File: config.mk
export PLATFORM = sky130hd
export DESIGN_NAME = alu_exec
export DESIGN_NICKNAME = d
export VERILOG_FILES = /design/src/rtl/mips_alu_pkg.sv /design/src/rtl/muldiv_iter.sv /design/src/rtl/alu_exec.sv
export SDC_FILE = /design/constraint.sdc
export NUM_CORES = 2
export LEC_CHECK = 0
export ABC_CLOCK_PERIOD_IN_PS = 11440
export CAP_MARGIN = 20
export CORE_MARGIN = 3
export CORE_UTILIZATION = 25
export DETAILED_ROUTE_END_ITERATION = 6
export PLACE_DENSITY = 0.5
export SLEW_MARGIN = 15
export SYNTH_ARGS = -nofsm -noshare
export SYNTH_HDL_FRONTEND = slang
export SYNTH_SLANG_ARGS = --single-unit
File: constraint.sdc
create_clock -name clk -period 11.44 [get_ports clk]
set_input_delay 2.288 -clock clk [delete_from_list [all_inputs] [get_ports clk]]
set_output_delay 2.288 -clock clk [all_outputs]
set_load 0.05 [all_outputs]
File: src/rtl/mips_alu_pkg.sv
// Shared opcode/funct codes, internal operation and state enums, and the
// decode helper used by the ALU execute stage.
package mips_alu_pkg;

    localparam logic [5:0] OPC_RTYPE = 6'h00;
    localparam logic [5:0] OPC_ADD   = 6'h20;
    localparam logic [5:0] OPC_ADDI  = 6'h08;
    localparam logic [5:0] OPC_ADDIU = 6'h09;
    localparam logic [5:0] OPC_SUB   = 6'h22;
    localparam logic [5:0] OPC_SLT   = 6'h2A;
    localparam logic [5:0] OPC_SLTI  = 6'h0A;
    localparam logic [5:0] OPC_SLTIU = 6'h0B;
    localparam logic [5:0] OPC_ANDI  = 6'h0C;
    localparam logic [5:0] OPC_ORI   = 6'h0D;
    localparam logic [5:0] OPC_XORI  = 6'h0E;
    localparam logic [5:0] OPC_LUI   = 6'h0F;

    localparam logic [5:0] FN_SLL   = 6'h00;
    localparam logic [5:0] FN_SRL   = 6'h02;
    localparam logic [5:0] FN_SRA   = 6'h03;
    localparam logic [5:0] FN_SLLV  = 6'h04;
    localparam logic [5:0] FN_SRLV  = 6'h06;
    localparam logic [5:0] FN_SRAV  = 6'h07;
    localparam logic [5:0] FN_MFHI  = 6'h10;
    localparam logic [5:0] FN_MTHI  = 6'h11;
    localparam logic [5:0] FN_MFLO  = 6'h12;
    localparam logic [5:0] FN_MTLO  = 6'h13;
    localparam logic [5:0] FN_MULT  = 6'h18;
    localparam logic [5:0] FN_MULTU = 6'h19;
    localparam logic [5:0] FN_DIV   = 6'h1A;
    localparam logic [5:0] FN_DIVU  = 6'h1B;
    localparam logic [5:0] FN_ADD   = 6'h20;
    localparam logic [5:0] FN_ADDU  = 6'h21;
    localparam logic [5:0] FN_SUB   = 6'h22;
    localparam logic [5:0] FN_SUBU  = 6'h23;
    localparam logic [5:0] FN_AND   = 6'h24;
    localparam logic [5:0] FN_OR    = 6'h25;
    localparam logic [5:0] FN_XOR   = 6'h26;
    localparam logic [5:0] FN_NOR   = 6'h27;
    localparam logic [5:0] FN_SLT   = 6'h2A;
    localparam logic [5:0] FN_SLTU  = 6'h2B;

    typedef enum logic [4:0] {
        OP_ADD, OP_ADDU, OP_SUB, OP_SUBU,
        OP_AND, OP_OR, OP_XOR, OP_NOR,
        OP_SLT, OP_SLTU, OP_LUI,
        OP_SLL, OP_SRL, OP_SRA, OP_SLLV, OP_SRLV, OP_SRAV,
        OP_MULT, OP_MULTU, OP_DIV, OP_DIVU,
        OP_MFHI, OP_MFLO, OP_MTHI, OP_MTLO,
        OP_ILLEGAL
    } alu_op_e;

    typedef enum logic [1:0] {IDLE, MULDIV, FIXUP} state_e;

    typedef enum logic {MD_MUL, MD_DIV} md_op_e;

    function automatic alu_op_e decode_op(input logic arith, input logic [5:0] opc,
                                          input logic [5:0] fn);
        alu_op_e op;
        op = OP_ILLEGAL;
        if (arith && opc == OPC_RTYPE) begin
            case (fn)
                FN_ADD:   op = OP_ADD;
                FN_ADDU:  op = OP_ADDU;
                FN_SUB:   op = OP_SUB;
                FN_SUBU:  op = OP_SUBU;
                FN_AND:   op = OP_AND;
                FN_OR:    op = OP_OR;
                FN_XOR:   op = OP_XOR;
                FN_NOR:   op = OP_NOR;
                FN_SLT:   op = OP_SLT;
                FN_SLTU:  op = OP_SLTU;
                FN_SLL:   op = OP_SLL;
                FN_SRL:   op = OP_SRL;
                FN_SRA:   op = OP_SRA;
                FN_SLLV:  op = OP_SLLV;
                FN_SRLV:  op = OP_SRLV;
                FN_SRAV:  op = OP_SRAV;
                FN_MULT:  op = OP_MULT;
                FN_MULTU: op = OP_MULTU;
                FN_DIV:   op = OP_DIV;
                FN_DIVU:  op = OP_DIVU;
                FN_MFHI:  op = OP_MFHI;
                FN_MFLO:  op = OP_MFLO;
                FN_MTHI:  op = OP_MTHI;
                FN_MTLO:  op = OP_MTLO;
                default:  op = OP_ILLEGAL;
            endcase
        end else begin
            case (opc)
                OPC_ADD, OPC_ADDI:  op = OP_ADD;
                OPC_ADDIU:          op = OP_ADDU;
                OPC_SUB:            op = OP_SUB;
                OPC_SLT, OPC_SLTI:  op = OP_SLT;
                OPC_SLTIU:          op = OP_SLTU;
                OPC_ANDI:           op = OP_AND;
                OPC_ORI:            op = OP_OR;
                OPC_XORI:           op = OP_XOR;
                OPC_LUI:            op = OP_LUI;
                default:            op = OP_ILLEGAL;
            endcase
        end
        return op;
    endfunction

endpackage

File: src/rtl/muldiv_iter.sv
// Iterative 32-step shift-add multiplier / restoring divider working on
// operand magnitudes; sign fix-up is applied combinationally on hi/lo.
module muldiv_iter
    import mips_alu_pkg::*;
#(
    parameter int WIDTH = 32
) (
    input  logic             clk,
    input  logic             rst,
    input  logic             start,
    input  logic             is_signed,
    input  md_op_e           op,
    input  logic [WIDTH-1:0] a,
    input  logic [WIDTH-1:0] b,
    output logic             done,
    output logic [WIDTH-1:0] hi,
    output logic [WIDTH-1:0] lo
);

    logic [WIDTH-1:0] acc_hi_reg, acc_lo_reg, opnd_reg, a_orig_reg;
    logic             neg_q_reg, neg_r_reg, is_div_reg, div_zero_reg;
    logic             active_reg, done_reg;
    logic [4:0]       cnt_reg;

    logic             a_neg, b_neg;
    logic [WIDTH-1:0] a_mag, b_mag;

    assign a_neg = is_signed && a[WIDTH-1];
    assign b_neg = is_signed && b[WIDTH-1];
    assign a_mag = a_neg ? (~a + 1'b1) : a;
    assign b_mag = b_neg ? (~b + 1'b1) : b;

    // acc_lo holds the multiplier (mul) or the dividend shifting into quotient (div)
    logic [WIDTH:0]   mul_sum, div_part, div_trial;
    logic             div_ok;

    assign mul_sum   = {1'b0, acc_hi_reg} + (acc_lo_reg[0] ? {1'b0, opnd_reg} : '0);
    assign div_part  = {acc_hi_reg, acc_lo_reg[WIDTH-1]};
    assign div_ok    = div_part >= {1'b0, opnd_reg};
    assign div_trial = div_part - {1'b0, opnd_reg};

    always_ff @(posedge clk or posedge rst) begin
        if (rst) begin
            acc_hi_reg   <= '0;
            acc_lo_reg   <= '0;
            opnd_reg     <= '0;
            a_orig_reg   <= '0;
            neg_q_reg    <= 1'b0;
            neg_r_reg    <= 1'b0;
            is_div_reg   <= 1'b0;
            div_zero_reg <= 1'b0;
            active_reg   <= 1'b0;
            done_reg     <= 1'b0;
            cnt_reg      <= '0;
        end else if (start) begin
            acc_hi_reg   <= '0;
            acc_lo_reg   <= a_mag;
            opnd_reg     <= b_mag;
            a_orig_reg   <= a;
            neg_q_reg    <= a_neg ^ b_neg;
            neg_r_reg    <= a_neg;
            is_div_reg   <= (op == MD_DIV);
            div_zero_reg <= (b == '0);
            active_reg   <= 1'b1;
            done_reg     <= 1'b0;
            cnt_reg      <= '0;
        end else if (active_reg) begin
            if (is_div_reg) begin
                acc_hi_reg <= div_ok ? div_trial[WIDTH-1:0] : div_part[WIDTH-1:0];
                acc_lo_reg <= {acc_lo_reg[WIDTH-2:0], div_ok};
            end else begin
                acc_hi_reg <= mul_sum[WIDTH:1];
                acc_lo_reg <= {mul_sum[0], acc_lo_reg[WIDTH-1:1]};
            end
            cnt_reg <= cnt_reg + 1'b1;
            if (cnt_reg == 5'd31) begin
                active_reg <= 1'b0;
                done_reg   <= 1'b1;
            end
        end
    end

    logic [2*WIDTH-1:0] prod_fix;
    assign prod_fix = neg_q_reg ? (~{acc_hi_reg, acc_lo_reg} + 1'b1) : {acc_hi_reg, acc_lo_reg};

    always_comb begin
        hi = prod_fix[2*WIDTH-1:WIDTH];
        lo = prod_fix[WIDTH-1:0];
        if (is_div_reg) begin
            // Divide-by-zero bypasses sign fix-up: all-ones quotient, dividend as remainder
            if (div_zero_reg) begin
                lo = '1;
                hi = a_orig_reg;
            end else begin
                lo = neg_q_reg ? (~acc_lo_reg + 1'b1) : acc_lo_reg;
                hi = neg_r_reg ? (~acc_hi_reg + 1'b1) : acc_hi_reg;
            end
        end
    end

    assign done = done_reg;

endmodule

File: src/rtl/alu_exec.sv
// MIPS-style execute stage: single-cycle ALU datapath with valid/ready
// handshake, plus HI/LO registers fed by the iterative mul/div unit.
module alu_exec
    import mips_alu_pkg::*;
#(
    parameter int WIDTH = 32
) (
    input  logic             clk,
    input  logic             rst,
    input  logic             in_valid,
    output logic             in_ready,
    input  logic [5:0]       alu_opcode,
    input  logic             arithmetic_op,
    input  logic [5:0]       funct,
    input  logic [4:0]       shamt,
    input  logic [WIDTH-1:0] a,
    input  logic [WIDTH-1:0] b,
    output logic             out_valid,
    input  logic             out_ready,
    output logic [WIDTH-1:0] result,
    output logic             zero,
    output logic             overflow,
    output logic             illegal,
    output logic             busy
);

    state_e           state_reg, state_next;
    logic [4:0]       iter_cnt_reg;
    logic [WIDTH-1:0] hi_reg, lo_reg, result_reg;
    logic             out_valid_reg, overflow_reg, illegal_reg;

    alu_op_e          op;
    logic             accept, op_is_md, md_start, md_done;
    logic [WIDTH-1:0] md_hi, md_lo;

    assign op       = decode_op(arithmetic_op, alu_opcode, funct);
    assign op_is_md = (op == OP_MULT) || (op == OP_MULTU) || (op == OP_DIV) || (op == OP_DIVU);
    assign in_ready = (state_reg == IDLE) && (!out_valid_reg || out_ready);
    assign accept   = in_valid && in_ready;
    assign md_start = accept && op_is_md;

    muldiv_iter #(.WIDTH(WIDTH)) u_muldiv (
        .clk       (clk),
        .rst       (rst),
        .start     (md_start),
        .is_signed ((op == OP_MULT) || (op == OP_DIV)),
        .op        (((op == OP_DIV) || (op == OP_DIVU)) ? MD_DIV : MD_MUL),
        .a         (a),
        .b         (b),
        .done      (md_done),
        .hi        (md_hi),
        .lo        (md_lo)
    );

    logic [WIDTH-1:0] sum, diff, alu_result;
    logic             alu_ovf, alu_ill;

    assign sum  = a + b;
    assign diff = a - b;

    always_comb begin
        alu_result = '0;
        alu_ovf    = 1'b0;
        alu_ill    = 1'b0;
        case (op)
            OP_ADD: begin
                alu_result = sum;
                alu_ovf    = (a[WIDTH-1] == b[WIDTH-1]) && (sum[WIDTH-1] != a[WIDTH-1]);
            end
            OP_ADDU: alu_result = sum;
            OP_SUB: begin
                alu_result = diff;
                alu_ovf    = (a[WIDTH-1] != b[WIDTH-1]) && (diff[WIDTH-1] != a[WIDTH-1]);
            end
            OP_SUBU:  alu_result = diff;
            OP_AND:   alu_result = a & b;
            OP_OR:    alu_result = a | b;
            OP_XOR:   alu_result = a ^ b;
            OP_NOR:   alu_result = ~(a | b);
            OP_SLT:   alu_result = {{(WIDTH-1){1'b0}}, $signed(a) < $signed(b)};
            OP_SLTU:  alu_result = {{(WIDTH-1){1'b0}}, a < b};
            OP_LUI:   alu_result = b << 16;
            OP_SLL:   alu_result = b << shamt;
            OP_SRL:   alu_result = b >> shamt;
            OP_SRA:   alu_result = $signed(b) >>> shamt;
            OP_SLLV:  alu_result = b << a[4:0];
            OP_SRLV:  alu_result = b >> a[4:0];
            OP_SRAV:  alu_result = $signed(b) >>> a[4:0];
            OP_MFHI:  alu_result = hi_reg;
            OP_MFLO:  alu_result = lo_reg;
            OP_ILLEGAL: alu_ill  = 1'b1;
            default:  alu_result = '0;
        endcase
    end

    always_comb begin
        state_next = state_reg;
        case (state_reg)
            IDLE:    if (md_start) state_next = MULDIV;
            MULDIV:  if (iter_cnt_reg == 5'd31) state_next = FIXUP;
            FIXUP:   state_next = IDLE;
            default: state_next = IDLE;
        endcase
    end

    always_ff @(posedge clk or posedge rst) begin
        if (rst) begin
            state_reg     <= IDLE;
            iter_cnt_reg  <= '0;
            hi_reg        <= '0;
            lo_reg        <= '0;
            result_reg    <= '0;
            out_valid_reg <= 1'b0;
            overflow_reg  <= 1'b0;
            illegal_reg   <= 1'b0;
        end else begin
            state_reg    <= state_next;
            iter_cnt_reg <= (state_reg == MULDIV) ? iter_cnt_reg + 1'b1 : '0;
            if (out_valid_reg && out_ready)
                out_valid_reg <= 1'b0;
            // Result fields only change on a new accept or mul/div completion, so a held result is stable
            if (accept && !op_is_md) begin
                result_reg    <= alu_result;
                overflow_reg  <= alu_ovf;
                illegal_reg   <= alu_ill;
                out_valid_reg <= 1'b1;
                if (op == OP_MTHI) hi_reg <= a;
                if (op == OP_MTLO) lo_reg <= a;
            end
            if (state_reg == FIXUP && md_done) begin
                hi_reg        <= md_hi;
                lo_reg        <= md_lo;
                result_reg    <= '0;
                overflow_reg  <= 1'b0;
                illegal_reg   <= 1'b0;
                out_valid_reg <= 1'b1;
            end
        end
    end

    assign result    = result_reg;
    assign zero      = (result_reg == '0);
    assign overflow  = overflow_reg;
    assign illegal   = illegal_reg;
    assign out_valid = out_valid_reg;
    assign busy      = (state_reg != IDLE);

endmodule

### Word-level counts from Yosys, hierarchy flattened

Memories as Yosys holds them, arrays and structs flattened.
Index checks and enable logic that the tools add are counted.

| word-level totals | value |
|---|---|
| ROM bits | 320 |
| bits in writable memories | 0 |
| memories kept | 1 |
| output and inout bits | 38 |
| bits in latches | 0 |
| register bits after elaboration | 245 |
| input port bits | 86 |

Memories:

| memory | words | width | read ports | clocked after memory_dff | wr ports | line | RTL |
|---|---|---|---|---|---|---|---|
| (no name shown) | 64 | 5 | 1 | 0 | 0 | mips_alu_pkg.sv:62 | `case (fn)` |

| cells by class | value |
|---|---|
| bitwise gates (word level) | 10 |
| equality and inequality tests | 46 |
| multipliers | 0 |
| add/sub/neg operators | 11 |
| div/mod/pow operators | 0 |
| magnitude comparators | 3 |
| multiplexer cells | 50 |
| shift-type cells | 6 |
| reduce and logical (&&, ||, !) cells | 39 |

Operators with widths:

| cell | number |
|---|---|
| two-way mux 32 bit | 24 |
| one-hot mux 32 bit (17 select lines) | 1 |
| inverter 32 bit | 5 |
| adder 32 x 1 -> 32 bit (second input constant) | 4 |
| adder 64 x 1 -> 64 bit (second input constant) | 1 |
| zero test 32 bit | 2 |
| less-than comparator 32 bit | 2 |
| two-way mux 64 bit | 1 |
| inverter 64 bit | 1 |
| << shifter 32 x 5 -> 32 bit | 2 |
| right shift 32 x 5 -> 32 bit | 2 |
| >>> shifter 32 x 5 -> 32 bit | 2 |
| subtractor 32 bit | 2 |
| == test 5 bit (second input constant) | 12 |
| == test 6 x 4 -> 1 bit (second input constant) | 8 |
| one-hot mux 5 bit (9 select lines) | 1 |
| == test 5 x 4 -> 1 bit (second input constant) | 8 |
| adder 32 x 32 -> 33 bit | 1 |
| >= comparator 33 x 32 -> 1 bit | 1 |
| adder 32 bit | 1 |
| bitwise AND 32 bit | 1 |
| bitwise OR 32 bit | 1 |
| XOR 32 bit | 1 |
| == test 5 x 3 -> 1 bit (second input constant) | 4 |
| 25 further kinds | 77 |

### Longest topological paths before layout

| depth | value |
|---|---|
| depth in word-level cells | 12 |
| mapped depth | 18 |
| gate-level depth less buffers | 16 |

### By module

Synthesis repeated with hierarchy kept, for this count alone.

| second synthesis, totals | value |
|---|---|
| cells, all modules | 4285 |
| area, all modules | 31522.7 sq um |

By module, submodules not included:

| module | cells each | area each (sq um) | times used |
|---|---|---|---|
| alu_exec | 2446 | 17793.3 | 1 |
| muldiv_iter | 1839 | 13729.4 | 1 |

### Worst setup path after synthesis

OpenSTA, ideal clock, no wires.

| timing path | value |
|---|---|
| path type | input to register |
| from | in a[2] |
| to | reg overflow_reg (netlist: overflow) |
| setup slack | 5495 ps |
| required time | 11310 ps |
| library setup time | 130 ps |
| data arrival time | 5815 ps |
| cell stages on the path | 16 |
| path through | inv_1 -> clkbuf_1 -> clkbuf_1 -> ha_1 -> clkbuf_1 -> or4_1 -> nand3_1 -> a211oi_1 -> o31ai_1 -> a41oi_1 -> o31a_1 -> or3_1 -> a21oi_1 -> o21ai_0 -> a31oi_1 -> mux2i_1 |

| between the ends | value |
|---|---|
| word-level cells in the longest chain between the ends | 6 |

RTL lines:

| what | line | RTL |
|---|---|---|
| start, declared | alu_exec.sv:16 | `input logic [WIDTH-1:0] a,` |
| subtractor 32 bit / adder 32 bit (equally long branches) | alu_exec.sv:59, alu_exec.sv:58 |  |
| != test 1 bit (on tied branches) | alu_exec.sv:73, alu_exec.sv:68 |  |
| logical AND 1 bit (on tied branches) | alu_exec.sv:73, alu_exec.sv:68 |  |
| one-hot mux 1 bit (2 select lines) * | alu_exec.sv:65 | `case (op)` |
| two-way mux 1 bit * | alu_exec.sv:122 | `if (accept && !op_is_md) begin` |
| two-way mux 1 bit * | alu_exec.sv:130 | `if (state_reg == FIXUP && md_done) begin` |
| end signal, assigned | alu_exec.sv:124 | `overflow_reg <= alu_ovf;` |
| end, declared | alu_exec.sv:30 | `logic out_valid_reg, overflow_reg, illegal_reg;` |

Mark *: on every way between the ends. The rest lies on a longest branch, timed or not. The select of a mux whose other input is x is not followed.
A chain may end at the register's enable or synchronous reset.

### Worst setup path in the final report

| timing path | value |
|---|---|
| from | in funct[1] |
| to | reg result_reg[6] (netlist: result[6]) |

| between the ends | value |
|---|---|
| word-level cells in the longest chain between the ends | 9 |

RTL lines:

| what | line | RTL |
|---|---|---|
| start, declared | alu_exec.sv:14 | `input logic [5:0] funct,` |
| memory read (64 x 5 bit) * | - |  |
| two-way mux 5 bit * | mips_alu_pkg.sv:61 | `if (arith && opc == OPC_RTYPE) begin` |
| branches (longest 7 deep; another with one-hot mux 32 bit (17 select lines)) | - |  |
| end signal, assigned | alu_exec.sv:123 | `result_reg <= alu_result;` |
| end, declared | alu_exec.sv:29 | `logic [WIDTH-1:0] hi_reg, lo_reg, result_reg;` |

Every way passes the cells marked *. The select of a mux whose other input is x is not followed.

==> Implementation_results.wiki <==
{| class="wikitable"
! Metric !! Value
|-
| Filler Cells Inserted || around 13,000
|-
| Post-route minimum period || between 7 and 8 ns
|-
| PortBufs || about 120
|-
| P per Cell Area || 164 nW/um^2
|-
| Worst min-delay path class || reg -> reg
|-
| Clock tree buffer depth || 3
|-
| Net count of the mapped netlist || roughly 4,400
|-
| Series of cell instances along the critical path || clkdlybuf4s50_1, inv_1, ha_1, or4bb_1, o211ai_1, a21o_4, o21ai_2, nor2_1, buf_4, mux2i_4, buf_4, mux2_2, nor2_1, a21oi_1, o2111ai_1, a2111oi_0, o21ai_1
|-
| Core Footprint || 121,000 um^2
|-
| Headroom to the max-slew limit || 0.124
|-
| Worst hold path stage count || 2
|-
| Worst-case clock skew || 0.0627 ns
|-
| Proportion of synthesized chip area in sequential cells || 0.200
|-
| Number of clock sinks seen by CTS || between 200 and 250
|-
| Hold-fix buffers at CTS || 0
|-
| Highest Clock Rate || ~0.13 GHz
|-
| Post-synth cell types || 110
|-
| Depth of the CTS H-tree || 2
|-
| Hold WS || approximately 0.47 ns
|-
| Netlist area before placement || a little over 30,000 um^2
|-
| VDD IR-drop max || 100 uV
|-
| Worst-path fanout max || 32
|-
| Yosys reg bits || roughly 250
|-
| Number of CTS-inserted buffers || 36
|-
| Setup TNS || 0 ns
|-
| Leak pwr || ~13 nW
|-
| Clock Root Buffer || clkbuf_16
|-
| Die Y-Extent || roughly 360 um
|-
| Worst R2R Path Depth || 16
|-
| Overflow left after global routing || 0
|-
| Worst endpoint required time || between 10 and 15 ns
|-
| Final period util || 0.682
|-
| Post-route core utilization || 0.289
|-
| Post-placement setup slack || about 3.2 ns
|-
| Cell Rows || roughly 130
|-
| Total die area || between 100,000 and 150,000 um^2
|-
| Delay of the slowest cell on the worst path || 0.78 ns
|-
| Count of flip-flops with a built-in enable after synthesis || 0
|-
| Number of synthesis warnings || 0
|-
| Worst Setup Path Type || in -> reg
|-
| Post-CTS resize count || 0
|-
| Starting DRC count in detailed routing || between 4,000 and 5,000
|-
| DR pass1 iterations || 7
|-
| Arr. time, crit path || 8.21 ns
|-
| Leading cell type in the layout, fill and taps excluded || nand2_1
|-
| Setup-violating endpoint count in the final report || 0
|-
| Detailed Place HPWL || between 100 and 150 mm
|-
| Die outline width || roughly 360 um
|-
| TritonCTS clock tree || yes
|-
| Setup repair bufs after CTS || 0
|-
| Cell with the largest stage delay on the worst path || nor2_1
|-
| Starting density of the core || 0.254
|-
| Total global-route track usage || 0.265
|-
| Crit path launch type || primary input
|-
| Routability Congestion || about 1.0
|-
| Final-stage net count || between 4,000 and 5,000
|-
| Avg Inst Size Synth || between 7 and 8 um^2
|-
| Endpoint class of the critical path || flop
|-
| Vias per std cell || roughly 6.0
|-
| Number of antenna-violating nets in the routed design || 0
|-
| Count of placed standard cells including taps || 5,661
|-
| Async S/R FF share, synth || 1.00
|-
| Gate count of the mapped netlist || about 4,100
|-
| Remaining routing DRC violations || 8
|-
| Total wirelength of the detailed-routed design || roughly 170 mm
|-
| Transition at the pin with the smallest max-transition slack || between 1 and 1.5 ns
|-
| Hold violation total from the final report || 0
|-
| Share of cells above drive strength 1 || 0.0719
|-
| Number of violations of the max-capacitance limit || 0
|-
| Status || finished, violations left
|-
| Clock transition time at the flip-flop clock pins of the worst setup and hold paths || ~0.060 ns
|-
| Top-Level Pins || roughly 120
|-
| Pin count of the biggest net entering global routing || between 150 and 200
|-
| Final cell count without fillers || ~5,700
|-
| Number of global-route vias before repair || roughly 33,000
|-
| Leading cell types in the layout, fill and taps excluded || nand2_1 (606), nor2_1 (319), o21ai_0 (277)
|-
| First-pass GRT wire length || between 200 and 250 mm
|-
| Failing checks || DRC
|-
| Setup repair after global routing missed its margin || false
|-
| Growth of design area from synthesis to finish || 13.8%
|-
| Main synth FF type || dfrtp_1
|-
| Crit path setup slack, layout || approximately 3.6 ns
|-
| Source-to-sink clock delay at the later pin of the worst-skew pair || 0.61 ns
|-
| Routed vias || roughly 35,000
|-
| Final-report max-slew violation count || 0
|-
| Number of antenna violations at the first check in global routing || 7
|-
| Routed wire length per instance || about 30 um
|}
## cell usage after synthesis (all sizes together) (17+ instances only)
cell     instances  area [um^2]
nand2          608         2280
nor2           327         1240
o21ai          309         1560
a21oi          273         1380
clkbuf         259          972
dfrtp          245         6130
mux2i          221         2250
xnor2          200         1750
ha             173         2160
inv            160          601
o211ai          94          706
nor3            82          449
buf             81          418
a31oi           76          475
nand3           70          368
a211oi          67          508
xor2            61          534
a21o            55          413
a22oi           52          390
nor4            48          307
a32oi           44          385
a311oi          42          380
o22ai           42          269
nand2b          41          257
o31ai           40          305
mux2            28          319
o21bai          28          210
a222oi          26          260
or3             26          163
nand4           25          156
a2111oi         23          208
a221oi          23          231
nor2b           21          131
and3            19          119
and2            18          113
or4             17          128
## critical path: cells and delay by family
family / cells / cell delay (ns)
AND/OR/NAND/NOR: 3 / 1.30
adder cells (fa/ha/maj): 1 / 0.30
buffers and inverters: 4 / 1.50
AO/OA/AOI/OAI: 7 / 2.27
multiplexers: 2 / 0.50
## layout make-up
class | count | area [um^2] | share of cell area
Antenna cell | 4 | 10.0 | 0.000288
Clock buffer | 50 | 1000 | 0.0288
Tap cell | 1612 | 2020 | 0.0580
Multi-Input combinational cell | 3392 | 22500 | 0.648
Sequential cell | 245 | 6140 | 0.176
Inverter | 163 | 619 | 0.0178
Timing Repair Buffer | 249 | 2200 | 0.0631
Clock inverter | 16 | 268 | 0.00769
## layer usage
| layer | GRT usage | vias up | part of all wire |
|---|---|---|---|
| met1 | 0.351 | 16900 | 0.41 |
| met3 | 0.0458 | 521 | 0.085 |
| met2 | 0.400 | 2008 | 0.43 |
| met4 | 0.161 | 2 | 0.072 |
| met5 | 0 | - | 0.000086 |
| li1 | - | 15100 | - |
## path summary, 6_finish.rpt
kind | from | endpoint | slack [ns]
worst max-delay path | funct[1] | result[6] | 3.64
worst min-delay path | u_muldiv.a_orig_reg[31] | u_muldiv.a_orig_reg[31] | 0.47
worst max register to register | u_muldiv.acc_lo_reg[0] | u_muldiv.acc_hi_reg[28] | 6.48
worst min register to register | u_muldiv.a_orig_reg[31] | u_muldiv.a_orig_reg[31] | 0.47
max in group asynchronous | rst | result[27] | 7.75
min in group asynchronous | rst | u_muldiv.acc_lo_reg[9] | 2.24
## where the power goes
part           leakage, nW  switching [mW]  internal, mW
registers             3.00           0.467          1.14
clock network        0.615           0.508         0.718
logic                 9.79            1.74          1.13
## cell families after synthesis
kind of cell               synth area share
AOI/OAI and AO/OA                     0.300
xor gates and xnor gates             0.0748
adders and majority gates            0.0734
buffers and inverters                0.0655
DFF                                   0.200
muxes                                0.0892
and+or+nand+nor                       0.197
## stage by stage
| stage | instance area (um^2) | power [mW] |
|---|---|---|
| after detailed placement | 33500 | 4.41 |
| after floorplan | 30600 | 3.48 |
| after global routing | 34800 | 6.07 |
| after global placement | 33500 | 4.40 |
| final | 34800 | 5.71 |
| after CTS | 34800 | 5.66 |
(Power assumes the default switching activity.)
